--- src/rtl/elevator_pkg.sv ---
// Shared types for the SCAN elevator controller: FSM state encoding,
// direction constants and the direction-choice result record.
package elevator_pkg;

  typedef enum logic [1:0] {
    IDLE      = 2'd0,
    MOVE_UP   = 2'd1,
    MOVE_DOWN = 2'd2,
    DOOR_OPEN = 2'd3
  } state_e;

  localparam logic DIR_UP   = 1'b1;
  localparam logic DIR_DOWN = 1'b0;

  // Outcome of the SCAN direction decision: where to go and the preferred direction.
  typedef struct packed {
    state_e state;
    logic   dir;
  } choice_t;

endpackage

--- src/rtl/elevator_scan_controller_if.sv ---
// Call/status bundle of the SCAN elevator controller. The master drives floor
// calls; the slave (controller) drives the registered floor index and flags.
interface elevator_scan_controller_if #(
  parameter int unsigned NUM_FLOORS = 8
);
  localparam int unsigned FLOOR_W = $clog2(NUM_FLOORS);

  // req_in is a per-floor call with no backpressure: a 1-cycle pulse or a held
  // level both latch the call; every status signal below is a register output.
  logic [NUM_FLOORS-1:0]    req_in;
  logic [FLOOR_W-1:0]       current_floor;
  logic [NUM_FLOORS-1:0]    pending;
  logic                     moving_up;
  logic                     moving_down;
  logic                     door_open;
  logic                     idle;
  elevator_pkg::state_e     state_dbg;
  logic                     dir_dbg;

  modport master (
    output req_in,
    input  current_floor, pending, moving_up, moving_down, door_open, idle,
    input  state_dbg, dir_dbg
  );

  modport slave (
    input  req_in,
    output current_floor, pending, moving_up, moving_down, door_open, idle,
    output state_dbg, dir_dbg
  );

endinterface

--- src/rtl/elevator_tick_timer.sv ---
// Free-running cycle counter with synchronous clear; done is high on the
// COUNT-th cycle after a clear and the counter wraps to zero on that edge.
module elevator_tick_timer #(
  parameter int unsigned COUNT = 2
) (
  input  logic clk,
  input  logic rst_n,
  input  logic clear,
  output logic done
);

  localparam int unsigned W = (COUNT > 1) ? $clog2(COUNT) : 1;
  localparam logic [W-1:0] LAST = W'(COUNT - 1);

  logic [W-1:0] count_q;
  logic [W-1:0] count_d;

  // done depends only on the register so clear may be derived from decisions that use done.
  assign done = (count_q == LAST);

  always_comb begin
    count_d = count_q + W'(1);
    if (clear || done) begin
      count_d = '0;
    end
  end

  always_ff @(posedge clk or negedge rst_n) begin
    if (!rst_n) begin
      count_q <= '0;
    end else begin
      count_q <= count_d;
    end
  end

endmodule

--- src/rtl/elevator_scan_controller.sv ---
// SCAN-order elevator controller: latches floor calls, sweeps in one direction
// while calls remain ahead, then reverses. Door dwell: ELEVATOR_DOOR_DWELL_EN.
module elevator_scan_controller
  import elevator_pkg::*;
#(
  parameter int unsigned NUM_FLOORS  = 8,
  parameter int unsigned TICK_COUNT  = 10_000_000,
  parameter int unsigned DOOR_CYCLES = 30_000_000
) (
  input  logic                        clk,
  input  logic                        rst_n,
  elevator_scan_controller_if.slave   bus
);

  localparam int unsigned FLOOR_W = $clog2(NUM_FLOORS);
  localparam logic [FLOOR_W-1:0] TOP_FLOOR = FLOOR_W'(NUM_FLOORS - 1);

  if ((NUM_FLOORS < 2) || (NUM_FLOORS > 16)) begin : g_bad_floors
    $error("NUM_FLOORS must be in 2..16");
  end
  if (TICK_COUNT < 2) begin : g_bad_tick
    $error("TICK_COUNT must be at least 2");
  end
  if (DOOR_CYCLES < 1) begin : g_bad_door
    $error("DOOR_CYCLES must be at least 1");
  end

  state_e                 state_q, state_d;
  logic                   dir_q, dir_d;
  logic [FLOOR_W-1:0]     floor_q, floor_d;
  logic [NUM_FLOORS-1:0]  pending_q, pending_d;
  logic                   arrive_q, arrive_d;

  logic                   above, below;
  logic [NUM_FLOORS-1:0]  serve_mask;
  choice_t                pick;
  logic                   moving;
  logic                   travel_clear, travel_done;
  logic                   door_done;

  function automatic choice_t choose(input logic d, input logic a, input logic b);
    choice_t c;
    c.state = IDLE;
    c.dir   = d;
    if ((d == DIR_UP) && a) begin
      c.state = MOVE_UP;
    end else if ((d == DIR_DOWN) && b) begin
      c.state = MOVE_DOWN;
    end else if (a) begin
      c.state = MOVE_UP;
      c.dir   = DIR_UP;
    end else if (b) begin
      c.state = MOVE_DOWN;
      c.dir   = DIR_DOWN;
    end
    return c;
  endfunction

  always_comb begin
    above = 1'b0;
    below = 1'b0;
    for (int i = 0; i < NUM_FLOORS; i++) begin
      if (pending_q[i] && (i > int'(floor_q))) above = 1'b1;
      if (pending_q[i] && (i < int'(floor_q))) below = 1'b1;
    end
  end

  assign moving = (state_q == MOVE_UP) || (state_q == MOVE_DOWN);

  // Held at zero outside MOVE states; a reversal at an arrival also restarts it.
  assign travel_clear = !moving || (state_d != state_q);

  elevator_tick_timer #(
    .COUNT (TICK_COUNT)
  ) u_travel_timer (
    .clk   (clk),
    .rst_n (rst_n),
    .clear (travel_clear),
    .done  (travel_done)
  );

`ifdef ELEVATOR_DOOR_DWELL_EN
  logic restart;
  logic dwell_clear;
  logic dwell_done;

  // A new call for the open floor is absorbed and keeps the door open longer.
  assign restart     = (state_q == DOOR_OPEN) && bus.req_in[floor_q];
  assign dwell_clear = (state_q != DOOR_OPEN) || restart;

  elevator_tick_timer #(
    .COUNT (DOOR_CYCLES)
  ) u_dwell_timer (
    .clk   (clk),
    .rst_n (rst_n),
    .clear (dwell_clear),
    .done  (dwell_done)
  );

  assign door_done = dwell_done && !restart;
`else
  assign door_done = 1'b1;
`endif

  always_ff @(posedge clk or negedge rst_n) begin
    if (!rst_n) begin
      state_q   <= IDLE;
      dir_q     <= DIR_UP;
      floor_q   <= '0;
      pending_q <= '0;
      arrive_q  <= 1'b0;
    end else begin
      state_q   <= state_d;
      dir_q     <= dir_d;
      floor_q   <= floor_d;
      pending_q <= pending_d;
      arrive_q  <= arrive_d;
    end
  end

  always_comb begin
    state_d  = state_q;
    dir_d    = dir_q;
    floor_d  = floor_q;
    arrive_d = 1'b0;
    pick     = choose(dir_q, above, below);

    case (state_q)
      IDLE: begin
        if (pending_q[floor_q]) begin
          state_d = DOOR_OPEN;
        end else begin
          state_d = pick.state;
          dir_d   = pick.dir;
        end
      end
      MOVE_UP, MOVE_DOWN: begin
        if (arrive_q) begin
          if (pending_q[floor_q]) begin
            state_d = DOOR_OPEN;
          end else begin
            state_d = pick.state;
            dir_d   = pick.dir;
          end
        end else if (travel_done) begin
          arrive_d = 1'b1;
          if ((state_q == MOVE_UP) && (floor_q != TOP_FLOOR)) begin
            floor_d = floor_q + FLOOR_W'(1);
          end else if ((state_q == MOVE_DOWN) && (floor_q != '0)) begin
            floor_d = floor_q - FLOOR_W'(1);
          end
        end
      end
      DOOR_OPEN: begin
        if (door_done) begin
          state_d = pick.state;
          dir_d   = pick.dir;
        end
      end
      default: begin
        state_d = IDLE;
      end
    endcase

    serve_mask = '0;
    if ((state_d == DOOR_OPEN) || (state_q == DOOR_OPEN)) begin
      serve_mask = NUM_FLOORS'(1) << floor_q;
    end
    pending_d = (pending_q | bus.req_in) & ~serve_mask;
  end

  always_comb begin
    bus.current_floor = floor_q;
    bus.pending       = pending_q;
    bus.moving_up     = (state_q == MOVE_UP);
    bus.moving_down   = (state_q == MOVE_DOWN);
    bus.door_open     = (state_q == DOOR_OPEN);
    bus.idle          = (state_q == IDLE);
    bus.state_dbg     = state_q;
    bus.dir_dbg       = dir_q;
  end

endmodule

--- src/flat_wrapper.sv ---
// flat-port wrapper written by rule: the top's interface ports become plain ports
module elevator_scan_controller_flat import elevator_pkg::*;
#(
  parameter int unsigned NUM_FLOORS  = 8,
  parameter int unsigned TICK_COUNT  = 10_000_000,
  parameter int unsigned DOOR_CYCLES = 30_000_000
)
  (clk, rst_n, bus_req_in, bus_current_floor, bus_pending, bus_moving_up, bus_moving_down, bus_door_open, bus_idle, bus_state_dbg, bus_dir_dbg);
  elevator_scan_controller_if #(.NUM_FLOORS(NUM_FLOORS)) bus_i ();
  input  logic clk;
  input  logic rst_n;
  input wire logic [$bits(bus_i.req_in)-1:0] bus_req_in;
  output wire logic [$bits(bus_i.current_floor)-1:0] bus_current_floor;
  output wire logic [$bits(bus_i.pending)-1:0] bus_pending;
  output wire logic [$bits(bus_i.moving_up)-1:0] bus_moving_up;
  output wire logic [$bits(bus_i.moving_down)-1:0] bus_moving_down;
  output wire logic [$bits(bus_i.door_open)-1:0] bus_door_open;
  output wire logic [$bits(bus_i.idle)-1:0] bus_idle;
  output wire logic [$bits(bus_i.state_dbg)-1:0] bus_state_dbg;
  output wire logic [$bits(bus_i.dir_dbg)-1:0] bus_dir_dbg;
  assign bus_i.req_in = bus_req_in;
  assign bus_current_floor = bus_i.current_floor;
  assign bus_pending = bus_i.pending;
  assign bus_moving_up = bus_i.moving_up;
  assign bus_moving_down = bus_i.moving_down;
  assign bus_door_open = bus_i.door_open;
  assign bus_idle = bus_i.idle;
  assign bus_state_dbg = bus_i.state_dbg;
  assign bus_dir_dbg = bus_i.dir_dbg;
  elevator_scan_controller #(.NUM_FLOORS(NUM_FLOORS), .TICK_COUNT(TICK_COUNT), .DOOR_CYCLES(DOOR_CYCLES)) u_core (.clk(clk), .rst_n(rst_n), .bus(bus_i));
endmodule
--- config.mk ---
export PLATFORM = sky130hd
export DESIGN_NAME = elevator_scan_controller_flat
export DESIGN_NICKNAME = d
export VERILOG_FILES = /design/src/rtl/elevator_pkg.sv /design/src/rtl/elevator_scan_controller_if.sv /design/src/rtl/elevator_tick_timer.sv /design/src/rtl/elevator_scan_controller.sv /design/src/flat_wrapper.sv
export SDC_FILE = /design/constraint.sdc
export NUM_CORES = 1
export LEC_CHECK = 0
export ABC_CLOCK_PERIOD_IN_PS = 6100
export CORE_MARGIN = 4
export CORE_UTILIZATION = 39
export CTS_CLUSTER_SIZE = 28
export DETAILED_ROUTE_END_ITERATION = 7
export PLACE_DENSITY = 0.71
export SKIP_CTS_REPAIR_TIMING = 1
export SLEW_MARGIN = 0
export SYNTH_ARGS = -nofsm -noshare
export SYNTH_HDL_FRONTEND = slang
export SYNTH_SLANG_ARGS = --single-unit
--- constraint.sdc ---
create_clock -name clk -period 6.1 [get_ports clk]
set_input_delay 1.22 -clock clk [delete_from_list [all_inputs] [get_ports clk]]
set_output_delay 1.22 -clock clk [all_outputs]
set_load 0.03 [all_outputs]
# Word-level counts from Yosys, hierarchy flattened
# Cells that the tools add are included.
[classes]
addsub = 3
order_cmp = 15
mux = 35
n_eq_ne = 8
bitwise_logic = 5
n_reduce_logical = 28
shift = 1
[ops]
columns = ["cell", "n"]
rows = [
  ["24-bit by 1-bit adder with 24-bit output (second input constant)", 1],
  ["24-bit == test (second input constant)", 1],
  ["24-bit 2-to-1 mux", 1],
  ["1-bit 2-to-1 mux", 22],
  ["1-bit logical AND", 18],
  ["3-bit greater-than comparator (first input constant)", 4],
  ["3-bit 2-to-1 mux", 4],
  ["3-bit less-than comparator (first input constant)", 3],
  ["8-bit AND", 1],
  ["2-bit 2-to-1 mux", 4],
  ["8-bit 2-to-1 mux", 1],
  ["8-bit NOT", 1],
  ["8-bit OR", 1],
  ["1-bit by 3-bit << shifter with 8-bit output (first input constant)", 1],
  ["2-bit == test (second input constant)", 3],
  ["2-bit by 3-bit greater-than comparator with 1-bit output (first input constant)", 2],
  ["1-bit by 3-bit less-than comparator with 1-bit output (first input constant)", 2],
  ["2-bit by 3-bit less-than comparator with 1-bit output (first input constant)", 2],
  ["2-bit case mux with 3 select lines", 1],
  ["1-bit logical OR", 4],
  ["3-bit by 4-bit less-than comparator with 1-bit output (second input constant)", 1],
  ["4-bit AND reduction", 1],
  ["3-bit by 1-bit adder with 3-bit output (second input constant)", 1],
  ["1-bit binary-select mux with 3-bit select", 1],
  ["other kinds (13)", 14],
]
[totals]
register_bits = 39
wordCells = 101
output_inout_bits = 18
in_bits = 10

# Logic depth before layout (Yosys ltp)
[logic_depth]
word_depth = 21
ltp_mapped = 11
mapped_depth_nobuf = 9

# Modules after synthesis
# From an unflattened synthesis, not the netlist that was laid out.
[unflattened]
hier_cells = 247
hier_area_um2 = 2296.0
[by_module_without_submodules]
columns = ["module", "cells_per_inst", "area_each_um2", "n_inst"]
rows = [
  ["elevator_tick_timer", 130, 1224.9, 1],
  ["elevator_scan_controller", 117, 1071.0, 1],
]

# Worst setup path before layout
# No wires, ideal clock.
[synth_timing]
path_kind = "register -> register"
start = "register u_core.floor_q[1], in the netlist u_core.bus.current_floor[1]"
end = "register u_core.u_travel_timer.count_q[14]"
required_ns = 5.978
path_stages_with_launch = 12
setup_slack_ns = 3.379
setup_ns = 0.122
t_arrival_ns = 2.600
cell_sequence = "dfrtp_1 -> buf_6 -> inv_1 -> ha_1 -> nor2b_1 -> o21ai_0 -> a222oi_1 -> o221a_2 -> or4_4 -> nand4_4 -> buf_6 -> nor3_2"
[synth_between]
elab_chain_cells = 20
word_cells_on_any_way = 57
classes_between = "order compare: 14; eq/ne: 1; mux: 24; reduce/logical: 18"
[synth_rtl]
columns = ["item", "line_no", "rtl"]
rows = [
  ["start: declaration", "elevator_scan_controller.sv:30", "logic [FLOOR_W-1:0] floor_q, floor_d;"],
  ["start signal: assignment", "elevator_scan_controller.sv:115", "floor_q <= floor_d;"],
  ["1-bit by 3-bit less-than comparator with 1-bit output", "elevator_scan_controller.sv:64", "if (pending_q[i] && (i < int'(floor_q))) below = 1'b1;"],
  ["1-bit logical AND", "elevator_scan_controller.sv:64", ""],
  ["1-bit 2-to-1 mux (7 in series)", "elevator_scan_controller.sv:64", ""],
  ["3-bit 2-to-1 mux", "elevator_scan_controller.sv:52", "end else if (b) begin"],
  ["3-bit 2-to-1 mux", "elevator_scan_controller.sv:49", "end else if (a) begin"],
  ["2-bit 2-to-1 mux", "elevator_scan_controller.sv:47", "end else if ((d == DIR_DOWN) && b) begin"],
  ["2-bit 2-to-1 mux", "elevator_scan_controller.sv:45", "if ((d == DIR_UP) && a) begin"],
  ["2-bit 2-to-1 mux", "elevator_scan_controller.sv:130, elevator_scan_controller.sv:139", ""],
  ["2-bit 2-to-1 mux", "elevator_scan_controller.sv:138", "if (arrive_q) begin"],
  ["2-bit case mux with 3 select lines (*)", "elevator_scan_controller.sv:128", "case (state_q)"],
  ["2-bit inequality test (*)", "elevator_scan_controller.sv:71", "assign travel_clear = !moving || (state_d != state_q);"],
  ["1-bit logical OR (*)", "elevator_scan_controller.sv:71", ""],
  ["1-bit logical OR (*)", "elevator_tick_timer.sv:23", "if (clear || done) begin"],
  ["24-bit 2-to-1 mux (*)", "elevator_tick_timer.sv:23", ""],
  ["net u_core.u_travel_timer.count_d[14]", "elevator_tick_timer.sv:16", "logic [W-1:0] count_d;"],
  ["end signal: assignment", "elevator_tick_timer.sv:32", "count_q <= count_d;"],
  ["end: declaration", "elevator_tick_timer.sv:15", "logic [W-1:0] count_q;"],
]
# The timed path passes the listed nets; every way through them passes the cells marked *. The select of a mux whose other input is x is not followed.
# A chain may end at the register's enable or synchronous reset.

# Worst setup path after layout
[layout_timing]
start = "register u_core.floor_q[1], in the netlist u_core.bus.current_floor[1]"
end = "register u_core.u_travel_timer.count_q[23]"
# Same word-level chain as after synthesis.

==> flow_results.org <==
** Synth
- Mean Syn Cell Area :: 10.2 um^2
- Summing the areas of all compound-gate instances in the mapped netlist gives 12.1% of the synthesized area.
- The most used flip-flop cell after synthesis is sky130_fd_sc_hd__dfrtp_1.
- Of the post-synthesis cell area, the dominant cell type holds 40.1%.
- Yosys instantiated no cell more often than sky130_fd_sc_hd__dfrtp_1.
- Number of enable-type register cells in the synthesized netlist :: 0
- Synth top area cells :: sky130_fd_sc_hd__dfrtp_1 (40%), sky130_fd_sc_hd__nor3_2 (7.2%), sky130_fd_sc_hd__xor2_1 (6.7%)
- For this run, the number of Yosys warnings is 0.
- Largest family of logic cells by synthesized area :: simple AND/OR/NAND/NOR gates
- Ranking of synthesized cells by instance count :: sky130_fd_sc_hd__dfrtp_1 (38), sky130_fd_sc_hd__nor2_1 (21), sky130_fd_sc_hd__xor2_1 (18)
- The number of different library cells used by synthesis comes to 49.
- The mapped netlist covers 2370 um^2.
- Fraction of the mapped netlist area in simple logic gates :: 26.7%
- Counting flops and latches in the post-synthesis netlist gives 39.
- Syn Nets :: 255
- In the synthesized netlist the async set-or-reset flop fraction comes to 100%.
- Of the total synthesized cell area, the portion taken by full adders, half adders and majority gates is 6.34%.
- The portion of synthesized area spent on multiplexers is 1.27%.
- Synthesized instance count :: 233
- The share of the Yosys chip area taken by registers is 41.2%.
- Of the total synthesized cell area, the portion taken by XOR and XNOR cells is 8.87%.
- Largest area contributor in the netlist :: sky130_fd_sc_hd__dfrtp_1

** Timing
- Summed over all failing endpoints, the final setup total negative slack is 0 ns.
- Minimum setup slack in the final design :: 2.99 ns
- Dividing the final minimum period by the clock period gives 50.9%.
- Worst slew margin relative to its limit :: 41.0%
- Static timing analysis puts the maximum clock frequency at 0.322 GHz.
- Slew at the pin with the worst max-slew slack :: 0.885 ns
- The smallest clock period supported by the final layout is computed as 3.11 ns.
- Across the routed clock network, the largest skew measured is 0.00547 ns.
- The number of failing hold endpoints at the final stage came to 0.
- Number of max-slew violations in the final report :: 0
- Setup repair after global routing left no endpoint under its margin.
- Setup violators final :: 0

** Clock network
- For the worst-skew pair, the clock arrives at the later sink with an insertion delay of 0.28 ns.
- For this design, the sink count on the clock tree is 39.
- TritonCTS built the clock tree.
- The H-tree was split into 2 levels.
- Counting along the longest clock path gives a buffer depth of 2.
- Clock slew at reported path FFs :: 0.08 ns
- Clock buffers created by TritonCTS :: 5
- Clock tree synthesis selected as its root buffer the cell sky130_fd_sc_hd__clkbuf_8.

** Setup path
- Startpoint type of the worst setup path :: flop
- Arrival time at the worst endpoint :: 3.25 ns
- The worst setup path is captured at a flop.
- The worst setup path is of the flop to flop kind.
- Critical path data required time :: 6.24 ns
- Highest fanout seen on the critical path :: 23

** Global routing
- Global routing consumed, over all layers together, 14.8% of the routing resources.
- GRT overflow :: 0
- The number of global-route vias before repair is 1811.
- Number of antenna violations at the first check in global routing :: 0
- Maximum number of pins on one net before global-route repair :: 40
- First-pass GRT wire length :: 8780 um

** Floorplanning
- The floorplan has 28 rows.
- Die Y :: 86.0 um
- Total I/O pin count :: 28
- In this run the horizontal extent of the chip is 86.0 um.
- In this run the standard cell core region covers 5920 um^2.
- The floorplan step defined a die boundary enclosing 7390 um^2.
- For this configuration, the core starts out at a cell density of 40.0%.

** Placed design
- At the placement stage, the worst setup path has a slack of 2.99 ns.
- The congestion estimate from routability-driven global placement came to 0.910.
- Buffers on Ports :: 27
- Detailed placement ended at an HPWL of 3540 um.

** Cells and area
- Nets :: 282
- The multi-input combinational cells in the finished layout cover a total of 1310 um^2.
- From synthesis to final layout, the design area changed by 16.4%.
- Fraction of final layout cells sized beyond drive strength 1 :: 13.0%
- The repair_antennas step left the layout with diodes totalling 0.
- In the final layout, flip-flops and latches occupy 977 um^2.
- The filler cells instantiated in the layout total 564.

** Route
- Average wire per standard cell :: 14.9 um
- The count of nets left with antenna violations once routing finished came out at 0.
- Initial DRC count :: 75
- Drt drc :: 0
- Via count :: 1799
- Detailed-router iteration count before antenna repair :: 4
- Post-DR vias/cell :: 5.35
- Routed WL :: 5000 um

** Pwr
- For this design the static power due to leakage is 1.10 nW.
- The design draws 889 uW.
- Across the VDD grid, the largest voltage drop is 281 uV.
- Power density normalized to cell area :: 322 nW/um^2

** Run status
- Result of the run :: complete, no violations

** Flow run
- Max-capacitance violation count :: 0

** Hold path
- The min-delay analysis places its worst path in the category flop to flop.
final cells by class:
class,count,area share [%]
inverter,6,0.816
sequential,39,35.4
clock buffer,7,3.13
tap,75,3.40
timing repair buffer,27,9.61
clock inverter,1,0.181
multi-input combinational,181,47.4
power by group:
| part | internal [mW] | switching [mW] | total [mW] |
|---|---|---|---|
| Sequential | 0.273 | 0.0190 | 0.292 |
| Combinational | 0.125 | 0.292 | 0.417 |
| Clock | 0.0913 | 0.0883 | 0.180 |
| Total | 0.490 | 0.399 | 0.889 |
critical path: stages (launching register included):
cell and delay, ns:
sky130_fd_sc_hd__dfrtp_1 0.53, sky130_fd_sc_hd__inv_1 0.26, sky130_fd_sc_hd__ha_1 0.25, sky130_fd_sc_hd__nor2b_1 0.14, sky130_fd_sc_hd__o21ai_0 0.08, sky130_fd_sc_hd__a222oi_1 0.48, sky130_fd_sc_hd__a211oi_1 0.16, sky130_fd_sc_hd__or3_1 0.41
sky130_fd_sc_hd__nand2_2 0.53, sky130_fd_sc_hd__nor3_1 0.12
per-layer routing:
layer	GRT usage, %	share of wire (%)	vias to the layer above
li1	-	-	900
met5	0	0	-
met1	20.5	49	872
met4	4.75	1.2	0
met3	4.13	2.7	4
met2	22.2	47	23
logic make-up (layout without fill, tap and decap cells):
logic type,after synthesis,count (layout)
and+or+nand+nor,100,100
AOI/OAI and AO/OA,42,42
DFF,39,39
xor gates and xnor gates,24,24
buffers and inverters,13,41
adders and majority gates,12,12
muxes,3,3
cells in the final DEF (no fill, tap or decap), types with 7 or more instances in the layout:
master	netlist	routed
sky130_fd_sc_hd__dfrtp_1	38	38
sky130_fd_sc_hd__clkdlybuf4s50_1	0	26
sky130_fd_sc_hd__nor2_1	21	21
sky130_fd_sc_hd__xor2_1	18	18
sky130_fd_sc_hd__nor3_2	17	17
sky130_fd_sc_hd__nand2_1	14	14
sky130_fd_sc_hd__ha_1	12	12
sky130_fd_sc_hd__o21ai_0	10	10
sky130_fd_sc_hd__nand3_1	10	10
sky130_fd_sc_hd__a21oi_1	7	7
metrics by stage:
step	hold slack (ns)	cell area, um^2	utilization (%)	std cells
floorplan	0.482	2370	-	233
global placement	0.524	2670	45.1	328
detailed placement	0.523	2670	45.1	328
CTS	0.537	2760	46.6	336
global route	0.569	2760	46.6	336
finish	0.532	2760	46.6	336
sequential cells by signal, summed over array words and instances (netlist names):
name,count
u_core.bus.pending,8
u_core.bus.dir_dbg,1
u_core.bus.state_dbg,2
u_core.u_travel_timer.count_q,24
u_core.arrive_q,1
u_core.bus.current_floor,3
path summary, 6_finish.rpt:
path | start | cells past startpoint | to | slack, ns
min in group asynchronous | rst_n | 1 | u_core.u_travel_timer.count_q[6]$_DFF_PN0_ | 1.06
min | u_core.u_travel_timer.count_q[0]$_DFF_PN0_ | 1 | u_core.u_travel_timer.count_q[0]$_DFF_PN0_ | 0.53
min reg2reg | u_core.u_travel_timer.count_q[0]$_DFF_PN0_ | 1 | u_core.u_travel_timer.count_q[0]$_DFF_PN0_ | 0.53
max | u_core.bus.current_floor[1]$_DFFE_PN0P_ | 9 | u_core.u_travel_timer.count_q[23]$_DFF_PN0_ | 2.99
max reg2reg | u_core.bus.current_floor[1]$_DFFE_PN0P_ | 9 | u_core.u_travel_timer.count_q[23]$_DFF_PN0_ | 2.99
max in group asynchronous | rst_n | 1 | u_core.bus.state_dbg[1]$_DFF_PN0_ | 4.50
(Power assumes the default switching activity.)
